$ cat src/rtl/viterbi_ber_ctrl.sv
// viterbi_ber_ctrl: frame sequencer and BER controller for the Viterbi encoder/decoder chain.
// Optional macro VITERBI_ERR_BURST_EN: each error trigger flips both bits of two consecutive symbols.
module viterbi_ber_ctrl #(
    parameter int          FRAME_LEN = 256,
    parameter int          TAIL      = 2,
    parameter int          DEC_LAT   = 16,
    parameter int          ERR_SHIFT = 4,
    parameter logic [15:0] LFSR_SEED = 16'hACE1
) (
    input  logic        clk,
    input  logic        rst,
    input  logic        start_i,
    input  logic        dec_bit_i,
    output logic        enc_en_o,
    output logic        enc_bit_o,
    output logic [1:0]  err_mask_o,
    output logic        busy_o,
    output logic        done_o,
    output logic        pass_o,
    output logic [15:0] bit_err_ct_o,
    output logic [15:0] inj_ct_o
);
    localparam logic [2:0]  S_IDLE  = 3'd0;
    localparam logic [2:0]  S_SEND  = 3'd1;
    localparam logic [2:0]  S_TAIL  = 3'd2;
    localparam logic [2:0]  S_DRAIN = 3'd3;
    localparam logic [2:0]  S_DONE  = 3'd4;
    localparam logic [31:0] EMASK   = (32'd1 << ERR_SHIFT) - 32'd1;

    logic [2:0]  state_q, state_d;
    logic [15:0] cnt_q, cnt_d;
    logic [15:0] dlfsr_q, dlfsr_d;
    logic [31:0] elfsr_q, elfsr_d;
    logic [15:0] bit_err_q, bit_err_d;
    logic [15:0] inj_q, inj_d;
    logic        pass_q, pass_d;
    logic [1:0]  ref_q [DEC_LAT];
    logic        go, send, active, trig, miss;
    logic [1:0]  mask;
    logic [16:0] inj_sum, err_sum;

    assign go     = (state_q == S_IDLE) && start_i;
    assign send   = state_q == S_SEND;
    assign active = send || (state_q == S_TAIL);
    assign trig   = active && (ERR_SHIFT > 0) && ((elfsr_q & EMASK) == EMASK);

`ifdef VITERBI_ERR_BURST_EN
    logic burst_q;
    // A trigger arms one follow-on symbol; gating by active truncates bursts at the end of TAIL
    assign mask = (trig || (active && burst_q)) ? 2'b11 : 2'b00;
    // Burst extension flag: set by any trigger, so a trigger mid-burst stretches it by one symbol
    always_ff @(posedge clk or negedge rst) begin
        if (!rst) burst_q <= 1'b0;
        else      burst_q <= trig;
    end
`else
    assign mask = trig ? (elfsr_q[28] ? 2'b10 : 2'b01) : 2'b00;
`endif

    assign miss    = ref_q[DEC_LAT-1][1] && (ref_q[DEC_LAT-1][0] != dec_bit_i);
    assign inj_sum = {1'b0, inj_q} + {16'b0, mask[1]} + {16'b0, mask[0]};
    assign err_sum = {1'b0, bit_err_q} + {16'b0, miss};

    // Frame phase sequencing: cnt_q counts cycles within the current phase
    always_comb begin
        state_d = state_q;
        cnt_d   = cnt_q + 16'd1;
        case (state_q)
            S_IDLE: begin
                cnt_d   = '0;
                state_d = start_i ? S_SEND : S_IDLE;
            end
            S_SEND: if (cnt_q == 16'(FRAME_LEN - 1)) begin
                cnt_d   = '0;
                state_d = (TAIL > 0) ? S_TAIL : S_DRAIN;
            end
            S_TAIL: if (cnt_q == 16'(TAIL - 1)) begin
                cnt_d   = '0;
                state_d = S_DRAIN;
            end
            S_DRAIN: if (cnt_q == 16'(DEC_LAT - 1)) begin
                cnt_d   = '0;
                state_d = S_DONE;
            end
            default: begin
                cnt_d   = '0;
                state_d = S_IDLE;
            end
        endcase
    end

    // LFSR stepping, saturating counters and the pass verdict
    always_comb begin
        dlfsr_d   = go ? LFSR_SEED : send ? {dlfsr_q[0] ^ dlfsr_q[2] ^ dlfsr_q[3] ^ dlfsr_q[5], dlfsr_q[15:1]} : dlfsr_q;
        elfsr_d   = go ? 32'h1 : active ? {elfsr_q[0] ^ elfsr_q[10] ^ elfsr_q[30] ^ elfsr_q[31], elfsr_q[31:1]} : elfsr_q;
        inj_d     = go ? 16'h0 : inj_sum[16] ? 16'hFFFF : inj_sum[15:0];
        bit_err_d = go ? 16'h0 : err_sum[16] ? 16'hFFFF : err_sum[15:0];
        pass_d    = go ? 1'b0 : (state_q == S_DONE) ? (bit_err_q == 16'h0) : pass_q;
    end

    // Control and statistics registers
    always_ff @(posedge clk or negedge rst) begin
        if (!rst) begin
            state_q   <= S_IDLE;
            cnt_q     <= '0;
            dlfsr_q   <= LFSR_SEED;
            elfsr_q   <= 32'h1;
            inj_q     <= '0;
            bit_err_q <= '0;
            pass_q    <= 1'b0;
        end else begin
            state_q   <= state_d;
            cnt_q     <= cnt_d;
            dlfsr_q   <= dlfsr_d;
            elfsr_q   <= elfsr_d;
            inj_q     <= inj_d;
            bit_err_q <= bit_err_d;
            pass_q    <= pass_d;
        end
    end

    // Reference line: {data_tag, sent bit} delayed to line up with the decoder output
    always_ff @(posedge clk or negedge rst) begin
        if (!rst) begin
            for (int i = 0; i < DEC_LAT; i++) ref_q[i] <= 2'b00;
        end else begin
            ref_q[0] <= {send, enc_bit_o};
            for (int i = 1; i < DEC_LAT; i++) ref_q[i] <= ref_q[i-1];
        end
    end

    assign enc_en_o     = active;
    assign enc_bit_o    = send && dlfsr_q[0];
    assign err_mask_o   = mask;
    assign busy_o       = state_q != S_IDLE;
    assign done_o       = state_q == S_DONE;
    assign pass_o       = pass_q;
    assign bit_err_ct_o = bit_err_q;
    assign inj_ct_o     = inj_q;
endmodule

$ cat config.mk
export PLATFORM = sky130hd
export DESIGN_NAME = viterbi_ber_ctrl
export DESIGN_NICKNAME = d
export VERILOG_FILES = /design/src/rtl/viterbi_ber_ctrl.sv
export SDC_FILE = /design/constraint.sdc
export NUM_CORES = 1
export LEC_CHECK = 0
export CAP_MARGIN = 30
export CORE_MARGIN = 4
export CORE_UTILIZATION = 57
export CTS_CLUSTER_SIZE = 14
export DETAILED_ROUTE_END_ITERATION = 10
export DONT_BUFFER_PORTS = 1
export PLACE_DENSITY = 0.75
export SLEW_MARGIN = 10
export SYNTH_ARGS = -nofsm -noshare
export SYNTH_HDL_FRONTEND = slang
export SYNTH_SLANG_ARGS = --single-unit
export TNS_END_PERCENT = 20
$ cat constraint.sdc
create_clock -name clk -period 3.2 [get_ports clk]
set_input_delay 0.16 -clock clk [delete_from_list [all_inputs] [get_ports clk]]
set_output_delay 0.16 -clock clk [all_outputs]
set_load 0.01 [all_outputs]
==> results by group <==
Floorplan
  – Starting density of the core: ~59%
  – Die Ht: approximately 110 um
  – Num rows: 35
  – Die width: ~110 um
  – IO Pins: 43
  – Core Region: around 9400 um2
  – Die ar.: ~11000 um2

Synthesis
  – XOR/XNOR Fraction of Synth Area: just under 6%
  – Largest family of logic cells by synthesized area: simple AND/OR/NAND/NOR gates
  – Library cells used by synthesis: 58
  – Area of the mapped netlist: approximately 5600 um2
  – Mux contribution to synthesized area: 0.1789%
  – Yosys reg bits: between 100 and 150
  – Synth cell count leaders: 123 x dfrtp_1, 109 x nand2_1, 77 x a21oi_1
  – Count leader, synth: dfrtp_1
  – Syn avg cell area: between 10 and 15 um2
  – Synth Area in Simple Gates: roughly a fifth
  – Asr flop ratio synth: 100.0%
  – EDFF count, synth: 0
  – Syn_nets: approximately 550
  – Compound-gate portion of the synthesized area: between 10 and 15%
  – Syn Inst Count: around 540
  – Top cells by area, synth: dfrtp_1 55%, nand2_1 7.3%, a21oi_1 6.9%
  – Synth warnings: 0
  – Share of the yosys chip area belonging to registers: 59.22%
  – Top-area cell type share of the netlist area: a little over half
  – Post-Synth Adder-Cell Area: between 1 and 1.5%
  – Dominant cell type by area after synthesis: dfrtp_1
  – Prevailing post-synth register cell: dfrtp_1

Finish
  – # nets final: 552
  – Synthesis-to-layout area growth: 13.08%
  – Diodes inserted: 0
  – Fill cell count: around 710
  – Design Area, Final: about 6300 um2
  – Share of layout cells above drive strength 1: 12.61%

Clocking
  – TritonCTS clock tree: built
  – Clock Tree Buf Depth: 2
  – Root Buffer: clkbuf_8
  – Clk slew on worst S/H paths: about 0.060 ns
  – H-tree depth: 4
  – Clock sink total: around 130
  – Total CTS buffers: 17
  – Post-CTS Setup Repair Bufs: 0
  – Clk_lat worst skew: 0.52 ns

STA
  – Highest Clock Rate: 337.2 MHz
  – Setup TNS: 0 ns
  – RSZ-0062 raised after global routing: no
  – Fin crit share: around 93%
  – Min Tclk post-route: just under 3 ns
  – Setup violations, final: 0
  – Final hold violation count: 0
  – Least-Margin Pin Slew: ~0.91 ns
  – Slew headroom: slightly below 40%
  – Pins over their slew limit: 0
  – Slack of the critical path: around 0.23 ns
  – Fin Clk Skew: between 0.007 and 0.008 ns

Detailed routing
  – DRT Pass-1 Iters: 4
  – Vias after detailed routing: ~4000
  – Initial detailed-routing violation count: 268
  – Routed length on met3: around 540 um
  – Final ANT Viol Nets: 0
  – Metal1 wirelength: 4.607 mm
  – Average routed wire per standard cell: ~15 um
  – Vias per inst: around 5.7
  – Met2 wire length: around 5 mm
  – WL final: approximately 10 mm
  – Residual DRC: 0
  – Highest routed layer: met4

Global routing
  – Maximum number of pins on one net before global-route repair: about 130
  – First-pass GRT wire length: 18.01 mm
  – Overall Global Routing Usage: roughly a fifth
  – Total gr overflow: 0
  – Vias in the first global route: around 3900
  – Initial antenna violation count: 0

Worst setup path
  – Crit-path max FO: 17
  – Critical Path AT: between 3 and 4 ns
  – Critical Path Slowest Stage Cell: nor4_4
  – CP Capture Type: register
  – Crit path launch type: register
  – Delay-heaviest family, CP: simple AND/OR/NAND/NOR gates
  – Crit-path cells: xnor2_1 -> or2_1 -> buf_4 -> nor2_1 -> nand2_1 -> fa_1 -> inv_1 -> ha_1 -> inv_1 -> nor4_4 -> nor4bb_1 -> nor3_1
  – Worst path bufs/invs: 3
  – CP Class: reg2reg
  – Most frequent CP cell: inv_1
  – Critical path's largest stage delay: approximately 0.45 ns
  – Req. time, crit path: roughly 3.6 ns

Flow run
  – MaxCap Viol Count: 0

Placed design
  – Place WS: approximately 0.20 ns
  – DP Wirelength: ~6.5 mm
  – Dpl cell area: between 5000 and 6000 um2
  – GPL Wtd Cong: about 0.81
  – Port Buf Inserts: 0

Power
  – Static leakage: roughly 0.0028 uW
  – VDD IR-drop max: about 0.00070 V
  – Pwr Density: a little under 900 nW/um2

Outcome
  – Status: finished clean

Worst hold path
  – Hold Crit Class: in2reg
stage by stage:
step / hold WS, ns / std cells / total power (uW) / utilization [%]
global route: 0.1391 / 684 / 6036 / 67.22
global placement: -0.1286 / 650 / 3796 / 60.89
detailed placement: -0.1293 / 650 / 3864 / 60.89
finish: 0.1349 / 684 / 5663 / 67.22
floorplan: -0.1356 / 537 / 3501 / -
CTS: 0.1145 / 684 / 5721 / 67.19
placed cells by master, fill, tap and decap left out, types with 4 or more instances in the layout:
master / synthesis / layout
inv_6: 0 / 4
nand4_1: 13 / 13
dfrtp_1: 123 / 123
clkbuf_16: 0 / 16
and3_1: 5 / 5
dfstp_2: 9 / 9
buf_4: 1 / 11
nor2_1: 12 / 12
and2_1: 4 / 4
nand2_1: 109 / 108
nor3_1: 10 / 10
nor4_1: 12 / 12
nand3_1: 22 / 22
o21ai_0: 4 / 4
inv_1: 15 / 15
xor2_1: 10 / 10
a21oi_1: 77 / 77
ha_1: 5 / 5
xnor2_1: 25 / 25
path summary, 6_finish.rpt:
check,from,endpoint,slack [ns],depth (start not counted)
worst min register to register,ref_q[17],ref_q[15],0.35,0
worst max-delay path,state_q[1],inj_ct_o[14],0.23,12
worst max register to register,state_q[1],inj_ct_o[14],0.23,12
max in group asynchronous,rst,inj_ct_o[5],2.43,2
min in group asynchronous,rst,ref_q[11],0.27,2
worst min-delay path,start_i,dlfsr_q[9],0.13,3
worst register-to-register path: cells and delay by family, from the launching register on:
kind          cells  cell delay (ns)
xor+xnor          1             0.14
fa+ha+maj         2             0.58
buf+inv           3             0.36
flops             1             0.39
simple gates      6             1.37
registers in the layout (all words and copies together) (netlist names):
signal        count
cnt_q            16
bit_err_ct_o     16
state_q           3
ref_q            32
dlfsr_q          16
elfsr_q          32
inj_ct_o         16
pass_o            1
repair_timing:
action	4_1_cts	5_1_grt
resized for setup	0	1
hold buffers	2	0
endpoints found under the hold margin	132	0
endpoints found under the setup margin	0	9
kinds of logic after synthesis:
| family | Yosys count |
|---|---|
| muxes | 1 |
| xor gates and xnor gates | 36 |
| AOI/OAI and AO/OA | 102 |
| and+or+nand+nor | 216 |
| DFF | 132 |
| adders and majority gates | 6 |
| buffers and inverters | 44 |
power by group:
group / switching, uW / internal (uW)
Sequential: 289 / 2140
Combinational: 960 / 487
Clock: 727 / 1060
layer usage:
| layer | global-route usage [%] | vias to the layer above |
|---|---|---|
| met5 | 0 | - |
| met2 | 31.14 | 84 |
| met1 | 25.50 | 1951 |
| li1 | - | 1871 |
| met3 | 5.599 | 14 |
| met4 | 7.306 | 0 |
final cells by class:
type                            count  area [um2]  area share [%]
Sequential cell                   132        3314           52.37
Multi-Input combinational cell    361        2113           33.39
Clock buffer                       19       431.7           6.821
Tap cell                          129       161.4           2.550
Clock inverter                     13       123.9           1.957
Timing Repair Buffer               13       120.1           1.898
Inverter                           17       63.81           1.008
No activity file was read; power rests on OpenSTA's default activity.
